[config.mk]
export PLATFORM = sky130hd
export DESIGN_NAME = bullet_collision
export DESIGN_NICKNAME = d
export VERILOG_FILES = /design/src/rtl/game_pkg.sv /design/src/rtl/cell_locate.sv /design/src/rtl/bullet_collision.sv
export SDC_FILE = /design/constraint.sdc
export NUM_CORES = 1
export LEC_CHECK = 0
export CORE_MARGIN = 3
export CORE_UTILIZATION = 35
export CTS_CLUSTER_SIZE = 40
export DETAILED_ROUTE_END_ITERATION = 16
export HOLD_SLACK_MARGIN = 0.02
export PLACE_DENSITY = 0.6
export SYNTH_ARGS = -nofsm -noshare
export SYNTH_HDL_FRONTEND = slang
export SYNTH_HIERARCHICAL = 1
export SYNTH_SLANG_ARGS = --single-unit
[constraint.sdc]
create_clock -name clk -period 7.55 [get_ports clk]
set_input_delay 1.51 -clock clk [delete_from_list [all_inputs] [get_ports clk]]
set_output_delay 1.51 -clock clk [all_outputs]
set_load 0.005 [all_outputs]
[src/rtl/game_pkg.sv]
// Shared formation geometry, collision FSM states
// and the alive-mask index helper.
package game_pkg;

  localparam int FORM_ROWS    = 5;
  localparam int FORM_COLS    = 11;
  localparam int FORM_CELL_W  = 48;
  localparam int FORM_CELL_H  = 40;
  localparam int FORM_ALIEN_W = 32;
  localparam int FORM_ALIEN_H = 24;

  typedef enum logic [2:0] {
    IDLE,
    OFFS,
    DIVX,
    DIVY,
    CHECK,
    HIT
  } state_t;

  function automatic int mask_index(
    input int row,
    input int col,
    input int cols = FORM_COLS
  );
    return row * cols + col;
  endfunction

endpackage

[src/rtl/cell_locate.sv]
// Serial subtract-divide: splits a non-negative offset
// into cell index and in-cell remainder, one step per cycle.
module cell_locate #(
  parameter int VW    = 17,
  parameter int PITCH = 48,
  parameter int QW    = 4
) (
  input  logic          clk,
  input  logic          rst,
  input  logic          start,
  input  logic [VW-1:0] value,
  output logic          done,
  output logic [QW-1:0] quot,
  output logic [VW-1:0] rem
);

  localparam logic [VW-1:0] P = VW'(PITCH);

  logic run;

  // load on start, subtract while rem >= pitch, pulse done
  always_ff @(posedge clk) begin
    if (rst) begin
      run  <= 1'b0;
      done <= 1'b0;
      quot <= '0;
      rem  <= '0;
    end else begin
      done <= 1'b0;
      if (start) begin
        rem  <= value;
        quot <= '0;
        run  <= 1'b1;
      end else if (run) begin
        if (rem >= P) begin
          rem  <= rem - P;
          quot <= quot + QW'(1);
        end else begin
          run  <= 1'b0;
          done <= 1'b1;
        end
      end
    end
  end

endmodule

[src/rtl/bullet_collision.sv]
// Per-frame bullet vs formation hit test; owns the
// alive mask, the score and the bullet retire reset.
module bullet_collision
  import game_pkg::*;
#(
  parameter int SCREEN_CORDW = 16,
  parameter int ALIEN_ROWS   = FORM_ROWS,
  parameter int ALIEN_COLS   = FORM_COLS,
  parameter int CELL_W       = FORM_CELL_W,
  parameter int CELL_H       = FORM_CELL_H,
  parameter int ALIEN_W      = FORM_ALIEN_W,
  parameter int ALIEN_H      = FORM_ALIEN_H,
  parameter int BULLET_W     = 40,
  parameter int SCORE_W      = 16,
  parameter int POINTS       = 10
) (
  input  logic                           clk,
  input  logic                           rst,
  input  logic                           frame,
  input  logic                           wave_reset,
  input  logic                           bullet_moving,
  input  logic signed [SCREEN_CORDW-1:0] bullet_x,
  input  logic signed [SCREEN_CORDW-1:0] bullet_y,
  input  logic signed [SCREEN_CORDW-1:0] grid_x,
  input  logic signed [SCREEN_CORDW-1:0] grid_y,
  output logic [ALIEN_ROWS*ALIEN_COLS-1:0] alive_mask,
  output logic                           hit,
  output logic [$clog2(ALIEN_ROWS)-1:0]  hit_row,
  output logic [$clog2(ALIEN_COLS)-1:0]  hit_col,
  output logic [SCORE_W-1:0]             score,
  output logic                           all_dead,
  output logic                           bullet_rst_n,
  output logic                           busy
);

  localparam int N  = ALIEN_ROWS * ALIEN_COLS;
  localparam int IW = $clog2(N);
  localparam int RW = $clog2(ALIEN_ROWS);
  localparam int CW = $clog2(ALIEN_COLS);
  localparam int PW = SCREEN_CORDW + 1;
  localparam int SW = SCREEN_CORDW;

  localparam logic [PW-1:0] HALF_BW = PW'(BULLET_W / 2);
  localparam logic [PW-1:0] SPAN_X  = PW'(ALIEN_COLS * CELL_W);
  localparam logic [PW-1:0] SPAN_Y  = PW'(ALIEN_ROWS * CELL_H);
  localparam logic [PW-1:0] AW      = PW'(ALIEN_W);
  localparam logic [PW-1:0] AH      = PW'(ALIEN_H);

  state_t state;

  logic [SW-1:0] bx_q, by_q, gx_q, gy_q;
  logic [PW-1:0] dx, dy, rem_x, rem_y;
  logic [RW-1:0] row;
  logic [CW-1:0] col;
  logic [IW-1:0] idx;
  logic          in_range, kill;
  logic          x_start, x_done;
  logic          y_start, y_done;
  logic          retire_q;
  logic [SCORE_W:0] sum;

  // probe point in formation space, one bit wider
  always_comb begin
    dx = {bx_q[SW-1], bx_q} + HALF_BW
       - {gx_q[SW-1], gx_q};
    dy = {by_q[SW-1], by_q}
       - {gy_q[SW-1], gy_q};
    in_range = !dx[PW-1] && !dy[PW-1]
            && dx < SPAN_X && dy < SPAN_Y;
    idx  = IW'(mask_index(int'(row), int'(col), ALIEN_COLS));
    kill = rem_x < AW && rem_y < AH && alive_mask[idx];
    sum  = {1'b0, score} + (SCORE_W+1)'(POINTS);
  end

  assign x_start = state == OFFS && in_range;
  assign y_start = state == DIVX && x_done;

  cell_locate #(.VW(PW), .PITCH(CELL_W), .QW(CW)) u_locx (
    .clk   (clk),
    .rst   (rst),
    .start (x_start),
    .value (dx),
    .done  (x_done),
    .quot  (col),
    .rem   (rem_x)
  );

  cell_locate #(.VW(PW), .PITCH(CELL_H), .QW(RW)) u_locy (
    .clk   (clk),
    .rst   (rst),
    .start (y_start),
    .value (dy),
    .done  (y_done),
    .quot  (row),
    .rem   (rem_y)
  );

  // latch positions when an evaluation starts
  always_ff @(posedge clk) begin
    if (rst) begin
      bx_q <= '0;
      by_q <= '0;
      gx_q <= '0;
      gy_q <= '0;
    end else if (state == IDLE && frame && bullet_moving) begin
      bx_q <= bullet_x;
      by_q <= bullet_y;
      gx_q <= grid_x;
      gy_q <= grid_y;
    end
  end

  // scan sequencer
  always_ff @(posedge clk) begin
    if (rst) begin
      state <= IDLE;
    end else begin
      unique case (state)
        IDLE:    if (frame && bullet_moving) state <= OFFS;
        OFFS:    state <= in_range ? DIVX : IDLE;
        DIVX:    if (x_done) state <= DIVY;
        DIVY:    if (y_done) state <= CHECK;
        CHECK:   state <= kill ? HIT : IDLE;
        HIT:     state <= IDLE;
        default: state <= IDLE;
      endcase
    end
  end

  // mask, score, last-kill position and bullet retire
  always_ff @(posedge clk) begin
    if (rst) begin
      alive_mask <= '1;
      score      <= '0;
      hit_row    <= '0;
      hit_col    <= '0;
      retire_q   <= 1'b0;
    end else begin
      if (wave_reset) begin
        alive_mask <= '1;
      end else if (state == HIT) begin
        alive_mask[idx] <= 1'b0;
        score   <= sum[SCORE_W] ? '1 : sum[SCORE_W-1:0];
        hit_row <= row;
        hit_col <= col;
      end
      if (state == HIT) retire_q <= 1'b1;
      else if (frame)   retire_q <= 1'b0;
    end
  end

  assign hit          = state == HIT && !wave_reset;
  assign bullet_rst_n = !(retire_q || state == HIT);
  assign busy         = state != IDLE;
  assign all_dead     = ~|alive_mask;

endmodule

==> flow_metrics.py <==
metrics = {
    "status": {
        "status": "completed",
    },
    "worst_setup_path": {
        "start_kind": "flop",
        "cpPeakStageDelay_ns": 0.94,
        "cp.arrival_ns": 5.42,
        "cp_data_required_time_ns": 7.83,
        "worstSetupEndpointType": "flop",
        "critPathMostFrequentCell": "nor2_1",
        "crit_family": "simple AND/OR/NAND/NOR gates",
        "ff2ff_path_depth": 16,
        "crit_chain": "inv_1 -> ha_1 -> ha_1 -> fa_1 -> a211oi_1 -> nor2_1 -> xnor2_1 -> or2_2 -> o41ai_1 -> nand4b_1 -> nor4_1 -> nand3_1 -> nor2_1 -> inv_1 -> nor2_1 -> a211oi_2",
        "critPathSlowestCell": "nor2_1",
        "path_buf_inv": 2,
        "path_max_fanout": 22,
        "worst-path-stages": 16,
        "path_class": "flop to flop",
    },
    "place": {
        "dpl_cell_area_mm2": 0.0121,
        "gp_congestion": 0.845,
        "placed_cells": 1738,
        "port_buffers": 150,
        "hpwl_um": 20000,
    },
    "drt": {
        "vias": 9176,
        "drt_iter0_drc": 690,
        "drcViolationCount": 0,
        "dr.pass1.iters": 5,
        "wirelength_um": 27400,
        "ant_nets": 0,
        "wl_per_cell_um": 15.5,
        "drt-vias-per-instance": 5.18,
    },
    "power": {
        "leakage_uw": 0.00462,
        "powerDensity_mw_per_mm2": 195,
        "ir_drop_mv": 0.127,
    },
    "sta": {
        "timing.setup.tns_ns": 0,
        "finalCriticalPeriod_ns": 5.14,
        "setup_viol": 0,
        "final_hold_viol_count": 0,
        "timing.final.crit_share": 0.681,
        "rsz0062_at_grt": "false",
        "fin_skew_ns": 0.0153,
        "slew_violations": 0,
        "worst_slew_pin_slew_ns": 1.24,
        "max_freq_mhz": 194,
        "max_slew_margin": 0.171,
    },
    "clock_network": {
        "cts_buffers": 17,
        "ctsResizeCount": 0,
        "cts_setup_buffers": 0,
        "clk_path_buf_depth": 2,
        "ctsHoldBuffers": 0,
        "cts_tree": "done",
        "htreeDepth": 4,
        "cts_sinks": 191,
        "clkSlewWorstSetupHoldPaths_ns": 0.08,
        "cts-root-buf": "clkbuf_16",
        "clkLatencyLatePin_ns": 0.44,
    },
    "die": {
        "io_pins": 151,
        "die_w_um": 178,
        "core_mm2": 0.0289,
        "die_area_mm2": 0.0317,
        "die_h_um": 178,
        "initial_core_util": 0.358,
        "rows": 62,
    },
    "synth": {
        "synth_seq_cells": 191,
        "synth_nets": 1393,
        "ys_seq_area_frac": 0.370,
        "synth_warnings": 6,
        "synth_area_mm2": 0.0103,
        "ys_async_sr_fraction": 0,
        "syn-mean-instance-area_um2": 8.23,
        "yosys_most_used_dff": "dfxtp_1",
        "ys_types": 75,
        "synthCells": 1257,
        "synth_edf_count": 0,
    },
    "hold_path": {
        "hold_class": "flop to flop",
        "holdPathStages": 2,
    },
    "final_layout": {
        "area_growth_pct": 23.0,
        "finalInstanceArea_mm2": 0.0127,
        "fin_cells": 1770,
        "antenna_cells": 0,
        "fillerInstances": 2914,
        "nNetsFinal": 1509,
        "multi_input_area_mm2": 0.00597,
        "drive_above_1_share": 0.0548,
        "final_util": 0.440,
        "seqCellArea_mm2": 0.00382,
    },
    "global_route": {
        "grt_max_degree": 73,
        "antenna_found_initial": 1,
        "grt_pass1_wl_um": 44100,
        "grt_use_total": 0.170,
        "grt_pass1_vias": 8612,
        "overflow": 0,
    },
    "run": {
        "maxCapViolCount": 0,
    },
}
-- worst reg2reg max path: stages, from the launching register on --
cell and delay, ns:
dfxtp_1 0.34, inv_1 0.05, ha_1 0.27, ha_1 0.23
fa_1 0.40, a211oi_1 0.38, nor2_1 0.12, xnor2_1 0.16
or2_2 0.28, o41ai_1 0.30, nand4b_1 0.14, nor4_1 0.27
nand3_1 0.11, nor2_1 0.94, inv_1 0.66, nor2_1 0.30
a211oi_2 0.07
-- final timing paths --
path,start,end,slack [ns]
hold reg to reg,score[0],score[0],0.45
setup / recovery,gx_q[1],u_locx/rem[14],2.41
hold / removal,score[0],score[0],0.45
setup reg to reg,gx_q[1],u_locx/rem[14],2.41
-- stage by stage --
step	total power [uW]	setup WS, ns	hold slack [ns]
after floorplan	1420	3.77	0.436
after global placement	1550	2.49	0.439
after detailed placement	1560	2.31	0.447
after CTS	2510	2.29	0.459
after global routing	2600	1.68	0.471
final	2480	2.41	0.454
-- cells in the final DEF, fill, tap and decap left out, types with 20 or more instances in the layout --
cell type	instances
nand2_1	238
dfxtp_1	191
clkdlybuf4s50_1	149
a21oi_1	117
inv_1	80
nor2_1	73
o21ai_0	73
ha_1	62
xnor2_1	31
nor4_1	30
nor3_1	28
xor2_1	22
a211oi_1	20
-- metal layers --
metal	up-vias	GRT usage	routed length (um)
met5	-	0	17
met4	2	0.0422	295
met3	20	0.0359	1670
met2	261	0.256	11800
met1	4233	0.248	13600
li1	4660	-	-
-- cell usage after synthesis, drive strengths merged (3+ instances only) --
cell type / n / area, um2
o211ai: 5 / 42.5
nor2b: 12 / 75.1
a31oi: 6 / 43.8
a221oi: 3 / 26.3
nor4: 32 / 230
nand3: 18 / 90.1
buf: 13 / 105
o21a: 3 / 22.5
nand4b: 3 / 26.3
nor4b: 3 / 32.5
and4: 4 / 36.3
nand4: 14 / 87.6
nor2: 75 / 282
mux2: 3 / 33.8
a211o: 4 / 35.0
ha: 62 / 776
o21ai: 78 / 394
clkbuf: 44 / 165
or2: 4 / 25.0
a211oi: 23 / 188
fa: 5 / 100
o21bai: 5 / 37.5
nor3: 30 / 161
xnor2: 31 / 272
inv: 80 / 300
a21oi: 117 / 586
a2111oi: 8 / 103
and3: 10 / 62.6
or3: 16 / 105
nand2: 238 / 893
a21o: 11 / 82.6
a311oi: 9 / 78.8
nand2b: 11 / 68.8
o31ai: 3 / 22.5
dfxtp: 191 / 3820
mux4: 14 / 315
nand3b: 4 / 30.0
mux2i: 14 / 140
o22ai: 4 / 25.0
xor2: 22 / 193
-- registers in the layout, summed over array words and instances (netlist names) --
signal       count
alive_mask      55
bx_q            16
by_q            16
gx_q            16
gy_q            16
hit_col          4
hit_row          3
retire_q         1
score           16
state            3
u_locx/done      1
u_locx/quot      4
u_locx/rem      17
u_locx/run       1
u_locy/done      1
u_locy/quot      3
u_locy/rem      17
u_locy/run       1
-- cell type report --
type | instances | share of cell area
flip-flops and latches | 191 | 0.300
inverters | 80 | 0.0236
multi-input cells | 929 | 0.469
repair buffers | 154 | 0.120
clock inverters | 15 | 0.0153
clock buffers | 17 | 0.0334
well taps | 384 | 0.0378
-- report_power, final --
part / switching [uW] / internal, uW
Sequential: 15.6 / 1030
Clock: 438 / 508
Combinational: 281 / 205
-- cells by family (layout without fill, tap and decap cells) --
group                    count (synthesis)  count (layout)  synth area share
XOR/XNOR                                53              53            0.0449
AND/OR/NAND/NOR                        480             480             0.218
flip-flops                             191             191             0.370
adder cells (fa/ha/maj)                 67              67            0.0847
buffers and inverters                  137             266            0.0551
AO/OA/AOI/OAI                          298             298             0.180
multiplexers                            31              31            0.0473
(Power assumes the default switching activity.)
